$ cat src/rtl/mux3_bus_arbiter.sv
// Round-robin owner arbiter driving the select of a shared 3-input mux.
// Ownership ends on done, withdrawal or hold timeout; hand-over is gapless.
module mux3_bus_arbiter #(
  parameter int MAX_HOLD = 16,
  parameter int CNT_W    = 8
) (
  input  logic       clk,
  input  logic       rst,
  input  logic [2:0] req,
  input  logic       done,
  output logic [2:0] grant,
  output logic [1:0] sel,
  output logic       busy,
  output logic       timeout
);

  localparam logic [0:0] IDLE = 1'b0;
  localparam logic [0:0] OWN  = 1'b1;

  logic [0:0]       state;
  logic [1:0]       last_owner;
  logic [CNT_W-1:0] hold_cnt;

  logic [1:0] a1, a2, b1, b2;
  logic [1:0] idle_pick, own_pick;
  logic       idle_hit, own_hit;
  logic       owner_req, max_hit, release_now, timeout_rel;

  function automatic logic [1:0] inc3(input logic [1:0] x);
    return (x == 2'd2) ? 2'd0 : x + 2'd1;
  endfunction

  function automatic logic [2:0] onehot(input logic [1:0] x);
    return 3'b001 << x;
  endfunction

  assign a1 = inc3(last_owner);
  assign a2 = inc3(a1);
  assign b1 = inc3(sel);
  assign b2 = inc3(b1);

  // Idle search wraps back to the last owner; hand-over search skips it.
  always_comb begin
    idle_pick = last_owner;
    if (req[a1])      idle_pick = a1;
    else if (req[a2]) idle_pick = a2;
  end

  always_comb begin
    own_pick = b2;
    if (req[b1]) own_pick = b1;
  end

  assign idle_hit = |req;
  assign own_hit  = req[b1] | req[b2];

  always_comb begin
    owner_req = 1'b0;
    unique case (sel)
      2'd0:    owner_req = req[0];
      2'd1:    owner_req = req[1];
      2'd2:    owner_req = req[2];
      default: owner_req = 1'b0;
    endcase
  end

  assign max_hit     = hold_cnt == CNT_W'(MAX_HOLD - 1);
  assign release_now = done | ~owner_req | max_hit;
  assign timeout_rel = ~done & owner_req & max_hit;

  always_ff @(posedge clk) begin
    if (rst) begin
      state      <= IDLE;
      grant      <= 3'b000;
      sel        <= 2'd3;
      busy       <= 1'b0;
      timeout    <= 1'b0;
      last_owner <= 2'd2;
      hold_cnt   <= '0;
    end else begin
      timeout <= 1'b0;
      unique case (state)
        IDLE: begin
          if (idle_hit) begin
            state    <= OWN;
            grant    <= onehot(idle_pick);
            sel      <= idle_pick;
            busy     <= 1'b1;
            hold_cnt <= '0;
          end
        end
        OWN: begin
          if (release_now) begin
            last_owner <= sel;
            timeout    <= timeout_rel;
            hold_cnt   <= '0;
            if (own_hit) begin
              grant <= onehot(own_pick);
              sel   <= own_pick;
            end else begin
              state <= IDLE;
              grant <= 3'b000;
              sel   <= 2'd3;
              busy  <= 1'b0;
            end
          end else begin
            hold_cnt <= hold_cnt + 1'b1;
          end
        end
        default: state <= IDLE;
      endcase
    end
  end

endmodule

$ cat config.mk
export PLATFORM = sky130hd
export DESIGN_NAME = mux3_bus_arbiter
export DESIGN_NICKNAME = d
export VERILOG_FILES = /design/src/rtl/mux3_bus_arbiter.sv
export SDC_FILE = /design/constraint.sdc
export NUM_CORES = 1
export LEC_CHECK = 0
export BUFFER_PORTS_ARGS = -buffer_cell sky130_fd_sc_hd__buf_2
export CAP_MARGIN = 20
export CORE_MARGIN = 2
export CORE_UTILIZATION = 50
export DETAILED_ROUTE_END_ITERATION = 7
export PLACE_DENSITY = 0.77
export SYNTH_ARGS = -nofsm -noshare
export SYNTH_HDL_FRONTEND = slang
export SYNTH_SLANG_ARGS = --single-unit
export TNS_END_PERCENT = 100
$ cat constraint.sdc
create_clock -name clk -period 3.5 [get_ports clk]
set_input_delay 0.35 -clock clk [delete_from_list [all_inputs] [get_ports clk]]
set_output_delay 0.35 -clock clk [all_outputs]
set_load 0.02 [all_outputs]
==> results by stage, run 1 <==
Setup path:
- The arrival time at the worst endpoint is about 2200 ps.
- The slowest stage of the critical path is the or4_4 cell.
- In this design, the largest share of critical-path delay is due to simple AND/OR/NAND/NOR gates.
- The worst setup path is captured at a flop.
- The most critical setup path has its endpoint at sel[0].
- The type of the setup path with the least slack is flop to flop.
- The worst reg-to-reg setup slack is 1490 ps.
- The worst path buffer plus inverter count is 0.
- The maximum fanout encountered on the critical timing path is 7.
- The number of cells traversed by the worst register-to-register path is 4.
- For the worst setup path, the data required time is ~3700 ps.
- The largest single stage delay on the critical path is 550 ps.
- The worst setup path is launched from a flop.
- Traced cell by cell, the critical path runs through or4_4 -> or2_0 -> a21o_1 -> mux2_4.
- The launching instance or port of the critical path is hold_cnt[5].
- The logic depth of the worst setup path including buffers is 4.
- The endpoint of the worst register-to-register path is sel[0].
- The reg-to-reg critical path startpoint is hold_cnt[5].

Timing:
- Setup total negative slack on the finished layout was measured at 0 ps.
- Setup repair after global routing left no endpoint under its margin.
- The maximum frequency from static timing analysis is 0.498 GHz.
- Across the routed clock network, the largest skew measured is 5.55 ps.
- Setup violations remaining at the end of the flow were counted as 0.
- The final critical-path share of the clock period is 0.573.
- The final number of max-transition violations is 0.
- The number of endpoints with negative hold slack in the final report is 0.
- The slack of the critical path is 1490 ps.
- In this run the tightest slew margin relative to its limit is 0.533.
- The transition at the pin with the smallest max-transition slack is around 690 ps.
- The smallest clock period supported by the final layout is computed as about 2000 ps.

Floorplan:
- The area of the core region is roughly 0.0022 mm².
- The die area is 0.00265 mm².
- The initial utilization of the core area, before any placement, comes to 0.519.
- Pin placement for this block handled 13 I/O pins.
- From bottom edge to top edge, the die measures 51.5 µm.
- The x dimension of the die is between 50 and 60 µm.
- Row generation in the floorplan step produced 17 rows.

Routing:
- The per-cell via count in the routed design is between 6 and 7.
- The overall routed net length is 2550 µm.
- In the routed design, unresolved DRC markers number 0.
- The number of detailed-route iterations in the first pass is 4.
- For this block, the via count after detailed routing is 1057.
- After detailed routing, the average wire length per cell comes to ~15 µm.
- The detail route stage leaves a number of antenna-violating nets equal to 0.
- The initial DRC count is 37.

Clock network:
- In this run, post-CTS hold repair placed 0 buffers.
- The clock transition at the registers of the reported paths is roughly 110 ps.
- The post-CTS resize count is 0.
- Once the clock tree was built, the setup fixing pass inserted 0 buffers.
- The clock passes through at most 2 buffers.
- The latest clock arrival within the worst-skew pair is around 300 ps.
- In this run, CTS created clock tree buffers numbering 3.
- The TritonCTS clock tree is done.
- CTS placed an instance of clkbuf_4 at the clock tree root.
- Clock tree synthesis found a total of 18 sinks.
- The maximum level of the CTS H-tree is 1.

Yosys:
- The dominant register cell in the synthesized netlist is dfxtp_1.
- The share of synthesized area in the top cell type comes to 0.320.
- Of the synthesized area, sequential elements account for 0.320.
- By instance count, the leading cell after synthesis is dfxtp_1.
- The mux share of post-synthesis cell area is 0.0956.
- The synthesized design contains 0 enable-type register cells.
- The number of distinct library cells after synthesis is 50.
- The complex-gate fraction of the synthesized area is 0.189.
- The adder-cell share of the synthesized area is 0.0111.
- The post-synthesis register bit count is 18.
- Counting every net in the synthesized netlist gives roughly 150.
- After synthesis, the largest family of logic cells by area is simple AND/OR/NAND/NOR gates.
- Of all flip-flops after synthesis, the portion carrying an async set or reset was 0.
- The synthesized cell area is ~0.0011 mm².
- After synthesis, the cell types taking the most area are dfxtp_1 (32%), mux2i_1 (6.2%), nand2_1 (5.0%), nor2_1 (4.0%), o21ai_0 (3.6%).
- The largest area contributor in the synthesized netlist is dfxtp_1.
- The simple-gate share of the synthesized area is 0.296.
- Of the total synthesized cell area, the portion taken by XOR and XNOR cells is 0.0233.
- For this run, the number of Yosys warnings is 0.
- Synthesis produced roughly 140 cells.
- Dividing the synthesized area by the synthesized cell count gives 7.99 µm².
- After synthesis, the most frequently instantiated cells are dfxtp_1 (18), nand2_1 (15), nor2_1 (12).

Pwr:
- The static leakage is ~0.47 nW.
- The total power divided by cell area is between 300 and 400 mW/mm².
- VDD sags by at most roughly 0.24 mV.

Place:
- The standard cell area after detailed placement is around 0.0012 mm².
- The setup slack after placement is ~1500 ps.
- The post-detailed-placement half-perimeter wirelength is 1820 µm.
- The number of placed instances, taps included, is approximately 170.
- At the end of routability-driven placement, the weighted congestion stood at around 0.85.
- Input and output buffers added on the ports amount to 12.

Cells and area:
- The final-stage net count is approximately 150.
- The fraction of final layout cells sized beyond drive strength 1 is 0.159.
- 0 antenna diodes ended up in the layout.
- The filler-free cell count of the finished design is 173.
- The summed area of non-filler cells in the final layout is 0.00120 mm².
- The layout overhead on the synthesized area is 6.78%.
- Once layout is complete, the utilization of the core stands at 0.554.

Global route:
- For this run the aggregate overflow at the end of global routing stands at 0.
- The global-route wire length before repair is about 4300 µm.
- The number of global-route vias before repair is between 900 and 1k.
- The pin count of the biggest net entering global routing is 17.
- The initial antenna violation count is 0.
- The all-layer global routing usage is 0.211.

Flow run:
- The reported max-cap violation count is 0.

Worst hold path:
- The path class of the tightest hold or removal check is input port to flop.

Outcome:
- The flow ran to the end, and the final reports show no timing, DRC or antenna violations.
routing by layer:
metal | up-vias | global-route usage | part of all wire
met3 | 4 | 0.0263 | 0.021
met1 | 520 | 0.279 | 0.44
met5 | - | 0 | 0
met4 | 0 | 0.0789 | 0.012
li1 | 517 | - | -
met2 | 16 | 0.350 | 0.53
cell usage in the layout, fill, tap and decap left out, types with 2 or more instances in the layout:
cell type  Yosys  routed
dfxtp_1       18      18
nand2_1       15      15
nor2_1        12      12
buf_2          1      12
o21ai_0        8       8
mux2i_1        7       7
inv_1          5       5
nor2b_1        5       5
nand3_1        5       5
a31oi_1        4       4
xor2_1         3       3
nand2b_1       3       3
a21oi_1        3       3
clkbuf_4       0       3
mux2_2         2       2
nor3b_1        2       2
nor4_1         2       2
and3_1         2       2
nand3b_1       2       2
a211oi_1       2       2
nor3_1         2       2
worst min path at each step:
stage | slack, ps | start | end | cells past startpoint
after floorplan | 460 | hold_cnt[7] | hold_cnt[7] | 2
after global placement | 460 | grant[1] | grant[1] | 2
after detailed placement | 450 | grant[2] | grant[2] | 2
after CTS | 370 | rst | hold_cnt[1] | 2
after global routing | 400 | rst | hold_cnt[1] | 2
final | 390 | rst | hold_cnt[1] | 2
worst reg2reg max path, cell delays in order, from the launching register on:
cell,delay (ps)
dfxtp_1,380
or4_4,550
or2_0,340
a21o_1,320
mux2_4,320
cell type report:
class,instances,area (µm²)
Clock buffer,4,36.3
Fill cell,214,967
Inverter,5,18.8
Multi-Input combinational cell,106,692
Sequential cell,18,360
Tap cell,28,35.0
Timing Repair Buffer,12,60.1
sequential cells by signal, indices dropped and copies added (netlist names):
register    flops
state           1
timeout         1
sel             2
busy            1
hold_cnt        8
grant           3
last_owner      2
power breakdown:
group | switching, mW | total (mW) | internal [mW]
logic | 0.0556 | 0.0989 | 0.0433
clock network | 0.0659 | 0.129 | 0.0634
registers | 0.0212 | 0.239 | 0.218
kinds of logic after synthesis:
logic type | Yosys count
adder cells (fa/ha/maj) | 1
buffers and inverters | 17
AO/OA/AOI/OAI | 31
flip-flops | 18
XOR/XNOR | 3
AND/OR/NAND/NOR | 61
multiplexers | 10
per-stage QoR:
stage          total power [mW]  hold slack [ps]
2_1_floorplan             0.318              464
3_3_place_gp              0.338              458
3_5_place_dp              0.341              450
4_1_cts                   0.472              374
5_1_grt                   0.492              397
6_report                  0.467              393
Note: power is estimated with default switching activity, not from simulation.
==> run 2, diff against run 1 <==
--- a/config.mk
+++ b/config.mk
@@ -10,7 +10,7 @@
 export CORE_MARGIN = 2
 export CORE_UTILIZATION = 50
 export DETAILED_ROUTE_END_ITERATION = 7
-export PLACE_DENSITY = 0.77
+export PLACE_DENSITY = 0.8
 export SYNTH_ARGS = -nofsm -noshare
 export SYNTH_HDL_FRONTEND = slang
 export SYNTH_SLANG_ARGS = --single-unit
==> constraint.sdc (replaced) <==
create_clock -name clk -period 1.82 [get_ports clk]
set_input_delay 0.182 -clock clk [delete_from_list [all_inputs] [get_ports clk]]
set_output_delay 0.182 -clock clk [all_outputs]
set_load 0.02 [all_outputs]
==> results by stage, run 2 (synthesized netlist as in run 1, its figures left out) <==
Outcome:
- The flow ran to the end, and the final reports show no timing, DRC or antenna violations.

Cells and area:
- The area growth from synthesis to layout is 12.8%.
- In the final design database the tool counted roughly 160 nets.
- Ranked by flip-flop count, first place goes to hold_cnt.
- The antenna diode count is 0.
- The register with the most flip-flops in the layout has 8 of them.
- The most frequent standard cell in the layout excluding fill and tap cells is dfxtp_1.
- In the final layout, the registers with the most flip-flops are hold_cnt: 8 flops, grant: 3 flops.
- The summed area of non-filler cells in the final layout is roughly 0.0013 mm².
- The fraction of final layout cells sized beyond drive strength 1 is 0.209.
- The share of the core filled with cells in the final layout is 0.585.
- In the layout the commonest cells are dfxtp_1 (17), nand2_1 (15), nor2_1 (12), buf_2 (12).

Routing:
- The initial DRC count is 34.
- The DRC violation count after routing is 0.
- Dividing the detail-routed wire length by the instance count gives approximately 14 µm.
- For this block, wires on met1 add up to 1170 µm.
- The overall routed net length is roughly 2500 µm.
- The highest metal layer with signal wires is met4.
- The met2 routed wirelength is ~1100 µm.
- The per-cell via count in the routed design is 5.90.
- The routed design uses about 170 µm of met3 wire.
- The remaining antenna violation count is 0.
- Summing over every cut layer, the via total after detailed routing is ~1.1k.
- The pre-antenna-repair detailed-routing pass consisted of 4 iterations.

Flow run:
- The reported max-cap violation count is 0.

Worst hold path:
- The class of the tightest hold or removal check is input port to flop.
- The worst hold path begins at rst.
- The worst hold path terminates at state.
- The worst hold path passes through 2 cells.

Setup path:
- The arrival time at the worst endpoint is approximately 2000 ps.
- The maximum fanout encountered on the critical timing path is 4.
- The worst reg-to-reg setup slack is 70 ps.
- The critical path in this run is classified as flop to flop.
- The worst setup path is captured at a flop.
- The endpoint of the worst register-to-register path is last_owner[1].
- Counting cells, the worst reg-to-reg path comes to 5.
- The kind of launch point of the worst setup path is a flop.
- The startpoint identified for the worst register-to-register timing path is hold_cnt[4].
- Data on the critical path is required at its endpoint by ~2100 ps.

Clock network:
- The number of buffers between clock root and the deepest sink is 2.
- Counting every sink on the clock net gives 18.
- CTS built an H-tree with a depth of 1.
- The CTS buffer count is 3.
- The clock reaches the later pin of the worst-skew pair after about 300 ps.
- The TritonCTS clock tree is done.
- The root cell of the clock tree is clkbuf_4.
- Clock-pin slew was measured on the worst setup and hold paths at approximately 100 ps.

Pwr:
- The proportion of power drawn by combinational gates is 0.226.
- The internal power of the cells totals around 0.64 mW.
- The static leakage is between 0.5 and 0.6 nW.
- Summed over all nets, the switching power comes to about 0.28 mW.
- The share of total power dissipated in the clock network is 0.272.
- In this run the power density over the cells is about 720 mW/mm².
- The worst-case IR drop observed on VDD is 0.461 mV.
- The share of total power dissipated in sequential elements is 0.502.
- The proportion of total power due to net switching is 0.304.

Place:
- The placed instances occupy a cell area of about 0.0012 mm².
- The final estimated routing congestion in global placement is ~0.85.
- Detailed placement finished with a half-perimeter wire length of ~1800 µm.
- The count of buffers added on input and output ports is 12.

Floorplan:
- The initialized floorplan defines 17 standard-cell rows.
- The die area is approximately 0.0026 mm².
- The height of the die is about 51 µm.
- The area of the core region is between 0.002 and 0.0025 mm².
- The x dimension of the die is 51.5 µm.
- The number of top-level design ports is 13.
- For this configuration, the core starts out at a cell density of 0.519.

Timing:
- Setup repair after global routing left no endpoint under its margin.
- In the final timing run, aggregate negative setup slack is 0 ps.
- The final critical-path share of the clock period is 0.960.
- The final number of max-transition violations is 0.
- The final setup skew is approximately 3.8 ps.
- The minimum clock period after layout is roughly 1700 ps.
- The transition at the pin with the smallest max-transition slack is 528 ps.
- The count of final setup violators is 0.
- Headroom to the max-slew limit came out at 0.639.
- The number of endpoints with negative hold slack in the final report is 0.
- Derived from the worst setup path, the maximum achievable clock frequency is 0.572 GHz.

Global route:
- The global-route wire length before repair is between 4000 and 5000 µm.
- The initial antenna violation count came to 0.
- The all-layer global routing usage is 0.215.
- The total overflow left after global routing is 0.
- The number of global-route vias before repair is just over 900.
- Entering global routing, the biggest net connects 17 pins.
[run 2: worst max-delay path: stages, from the launching register on]
cell and delay [ps]:
dfxtp_1 330, or4_4 550, or2_1 270, a31oi_1 200, buf_4 160, mux2i_1 180
[run 2: timing repair]
item                                    4_1_cts  5_1_grt
buffers inserted                              0        0
endpoints found under the setup margin        0        2
gates resized for setup                       0        1
hold buffers                                  0        0
[run 2: how the worst max path moves through the flow]
stage                    endpoint  depth (start not counted)         from  slack (ps)
finish              last_owner[1]                          5  hold_cnt[4]          70
global route        last_owner[1]                          5  hold_cnt[4]           8
CTS                 last_owner[1]                          5  hold_cnt[4]          50
detailed placement         sel[0]                          4  hold_cnt[4]          70
global placement           sel[0]                          4  hold_cnt[4]         110
floorplan                  sel[0]                          6  hold_cnt[4]         -60
[run 2: routing by layer]
metal | up-vias | global-route usage
li1 | 531 | -
met1 | 484 | 0.307
met2 | 49 | 0.299
met3 | 4 | 0.0409
met4 | 0 | 0.118
met5 | - | 0
[run 2: area by class of cell]
type	instances	area, µm²
clock buffer	4	36.3
fill	195	900
tap	28	35.0
inverter	5	18.8
timing repair buffer	20	120
sequential	18	364
multi-input combinational	106	696
[run 2: power by group through the flow]
stage	Combinational, mW	Clock [mW]	Sequential [mW]
finish	0.207	0.249	0.459
global route	0.228	0.274	0.466
CTS	0.206	0.260	0.458
detailed placement	0.205	0	0.466
global placement	0.200	0	0.465
floorplan	0.159	0	0.464
[run 2: stage by stage]
stage	worst slack (ps)	hold slack (ps)	cells	power, mW
final	73.0	212	181	0.915
after global routing	8.13	240	181	0.968
after CTS	52.8	205	181	0.925
after detailed placement	73.7	459	177	0.671
after global placement	108	445	177	0.665
after floorplan	-59.7	365	141	0.623
==> run 3, diff against run 2 <==
--- a/config.mk
+++ b/config.mk
@@ -7,6 +7,7 @@
 export LEC_CHECK = 0
 export BUFFER_PORTS_ARGS = -buffer_cell sky130_fd_sc_hd__buf_2
 export CAP_MARGIN = 20
+export CORE_ASPECT_RATIO = 1.25
 export CORE_MARGIN = 2
 export CORE_UTILIZATION = 50
 export DETAILED_ROUTE_END_ITERATION = 7
==> results by stage, run 3 (synthesized netlist as in run 1, its figures left out) <==
Routing:
- The DRC violation count after routing is 0.
- In this run the remaining antenna-violating nets after routing total 0.
- Dividing the detail-routed wire length by the instance count gives 14.6 µm.
- The count of vias placed by the detailed router is 1076.
- The number of detailed-route iterations in the first pass is 4.
- The per-cell via count in the routed design is ~5.8.
- The initial DRC count is 33.
- The routed design has ~2700 µm of wire.

Cells and area:
- The summed area of non-filler cells in the final layout is approximately 0.0013 mm².
- The area growth from synthesis to layout is 14.1%.
- The fraction of final layout cells sized beyond drive strength 1 is 0.221.
- hold_cnt holds more flip-flops than any other register.
- The repair_antennas step left the layout with diodes totalling 0.
- The filler-free cell count of the finished design is roughly 190.
- Counting the fill cells in the layout gives between 150 and 200.
- The flip-flop count of the largest register, all copies and words added is 8.
- The most frequent standard cell in the layout excluding fill and tap cells is dfxtp_1.
- In the final design database the tool counted around 160 nets.
- The library cells used most frequently in the layout, excluding fill and tap cells, are dfxtp_1 (17), nand2_1 (15), nor2_1 (12), buf_2 (12), buf_4 (9).
- The largest registers in the layout are hold_cnt: 8 flops, grant: 3 flops.
- The share of the core filled with cells in the final layout is 0.594.

Timing:
- Static timing analysis puts the maximum clock frequency at between 0.5 and 0.6 GHz.
- Setup repair after global routing left no endpoint under its margin.
- The clock period could shrink to between 1500 and 2000 ps.
- The final setup skew is around 10 ps.
- In this run the tightest slew margin relative to its limit is 0.642.
- In the final timing run, aggregate negative setup slack is 0 ps.
- The final number of max-transition violations was 0.
- The number of endpoints with negative hold slack in the final report is 0.
- Of the available clock period, the critical path in the final layout requires 0.961.
- The transition at the pin with the smallest max-transition slack is ~520 ps.
- Setup violations remaining at the end of the flow were counted as 0.

Pwr:
- The maximum vdd drop is roughly 0.51 mV.
- Summing internal, switching and leakage power gives approximately 0.92 mW.
- The total power divided by cell area is roughly 710 mW/mm².
- The static leakage is roughly 0.52 nW.

Floorplan:
- The initial core utilization is 0.521.
- The die area is about 0.0027 mm².
- In this run the standard cell core region covers roughly 0.0022 mm².
- In this run the core area contains 19 standard-cell rows.
- The height of the die is roughly 57 µm.
- The number of top-level design ports is 13.
- In this run the horizontal extent of the chip is 46.4 µm.

Place:
- The final estimated routing congestion in global placement is 0.870.
- Detailed placement finished with a half-perimeter wire length of 2100 µm.
- Including well taps, the total number of placed cells is roughly 180.
- After detailed placement, the total cell area comes to approximately 0.0012 mm².
- The port buffer count is 12.

Global route:
- The initial antenna violation count is 0.
- The fraction of met3 tracks used by global routing is 0.0190.
- The number of global-route vias before repair is 1016.
- In the global route stage, overall resource usage came out at 0.237.
- The met2 global-route usage is 0.383.
- The overall overflow remaining after global route is 0.
- For met1 alone, demand over resource in global routing was 0.298.
- The layer carrying the most global-route usage is met2.
- Entering global routing, the biggest net connects 17 pins.
- The global-route wire length before repair is around 4600 µm.

Setup path:
- The reg-to-reg critical path startpoint is hold_cnt[4].
- Following the worst setup path forward leads to its endpoint at grant[0].
- The worst register-to-register path ends at grant[0].
- The maximum fanout encountered on the critical timing path is 4.
- For flop-to-flop paths, the worst setup slack is 70 ps.
- The worst setup path is launched from a flop.
- For the worst setup path, the data required time is roughly 2000 ps.
- The arrival time at the worst endpoint is just under 2000 ps.
- The worst setup path is captured at a flop.
- Measured in cells, the most critical reg-to-reg path has a length of 5.
- In this run the worst setup path begins at hold_cnt[4].
- The setup path with the least slack is of type flop to flop.

Worst hold path:
- The worst hold path belongs to the class input port to flop.

Clock network:
- TritonCTS built the clock tree.
- For the worst-skew pair, the clock arrives at the later sink with an insertion delay of 290 ps.
- After clock tree synthesis, the flow added hold-fix buffers numbering 0.
- Post-CTS repair changed the size of 0 cells.
- Buffers inserted during clock tree synthesis total 3.
- CTS built an H-tree with a depth of 1.
- In this run the post-CTS setup repair buffer count came out at 0.
- Counting every sink on the clock net gives 18.
- The clock transition at the registers of the reported paths is 110 ps.
- The clock passes through at most 2 buffers.
- The root cell of the clock tree is clkbuf_4.

Flow run:
- The reported max-cap violation count is 0.

Outcome:
- The flow ran to the end, and the final reports show no timing, DRC or antenna violations.
==> run 3: changes by cell type in the layout (fill, tap and decap cells not counted), sizes merged <==
cell / delta
buf: +1
==> run 3: worst max-delay path: stages (launching register included) <==
cell,delay [ps]
dfxtp_1,330
or4_4,540
or2_1,270
a21o_1,200
buf_4,160
mux2i_2,150
==> run 3: how the worst min path moves through the flow <==
stage	startpoint	end	slack [ps]	cells after the start
floorplan	rst	grant[0]	370	2
global placement	grant[1]	grant[1]	440	2
detailed placement	grant[2]	grant[2]	450	2
CTS	rst	hold_cnt[1]	220	2
global route	rst	state	230	2
finish	rst	hold_cnt[1]	220	2
==> run 3: power breakdown <==
part           internal, mW  leakage [nW]  total [mW]  switching, mW
sequential            0.420         0.148       0.455         0.0353
clock                 0.122        0.0210       0.241          0.119
combinational        0.0998         0.348       0.223          0.123
total                 0.641         0.516       0.918          0.277
==> run 3: stage by stage <==
stage	hold slack (ps)	worst slack [ps]
after floorplan	365	-59.7
after global placement	443	109
after detailed placement	451	75.9
after CTS	215	43.1
after global routing	226	12.4
final	222	70.1
==> run 3: area by class of cell <==
class	count	area, µm²	area share
clock buffers	4	36.3	0.0282
inverters	5	18.8	0.0146
multi-input cells	106	699	0.544
flip-flops and latches	18	364	0.283
well taps	31	38.8	0.0302
repair buffers	21	128	0.0993
==> run 3: per-layer routing <==
metal / up-vias / routed length, µm
li1: 535 / -
met1: 510 / 1090
met2: 23 / 1490
met3: 8 / 52
met4: 0 / 71
met5: - / 0
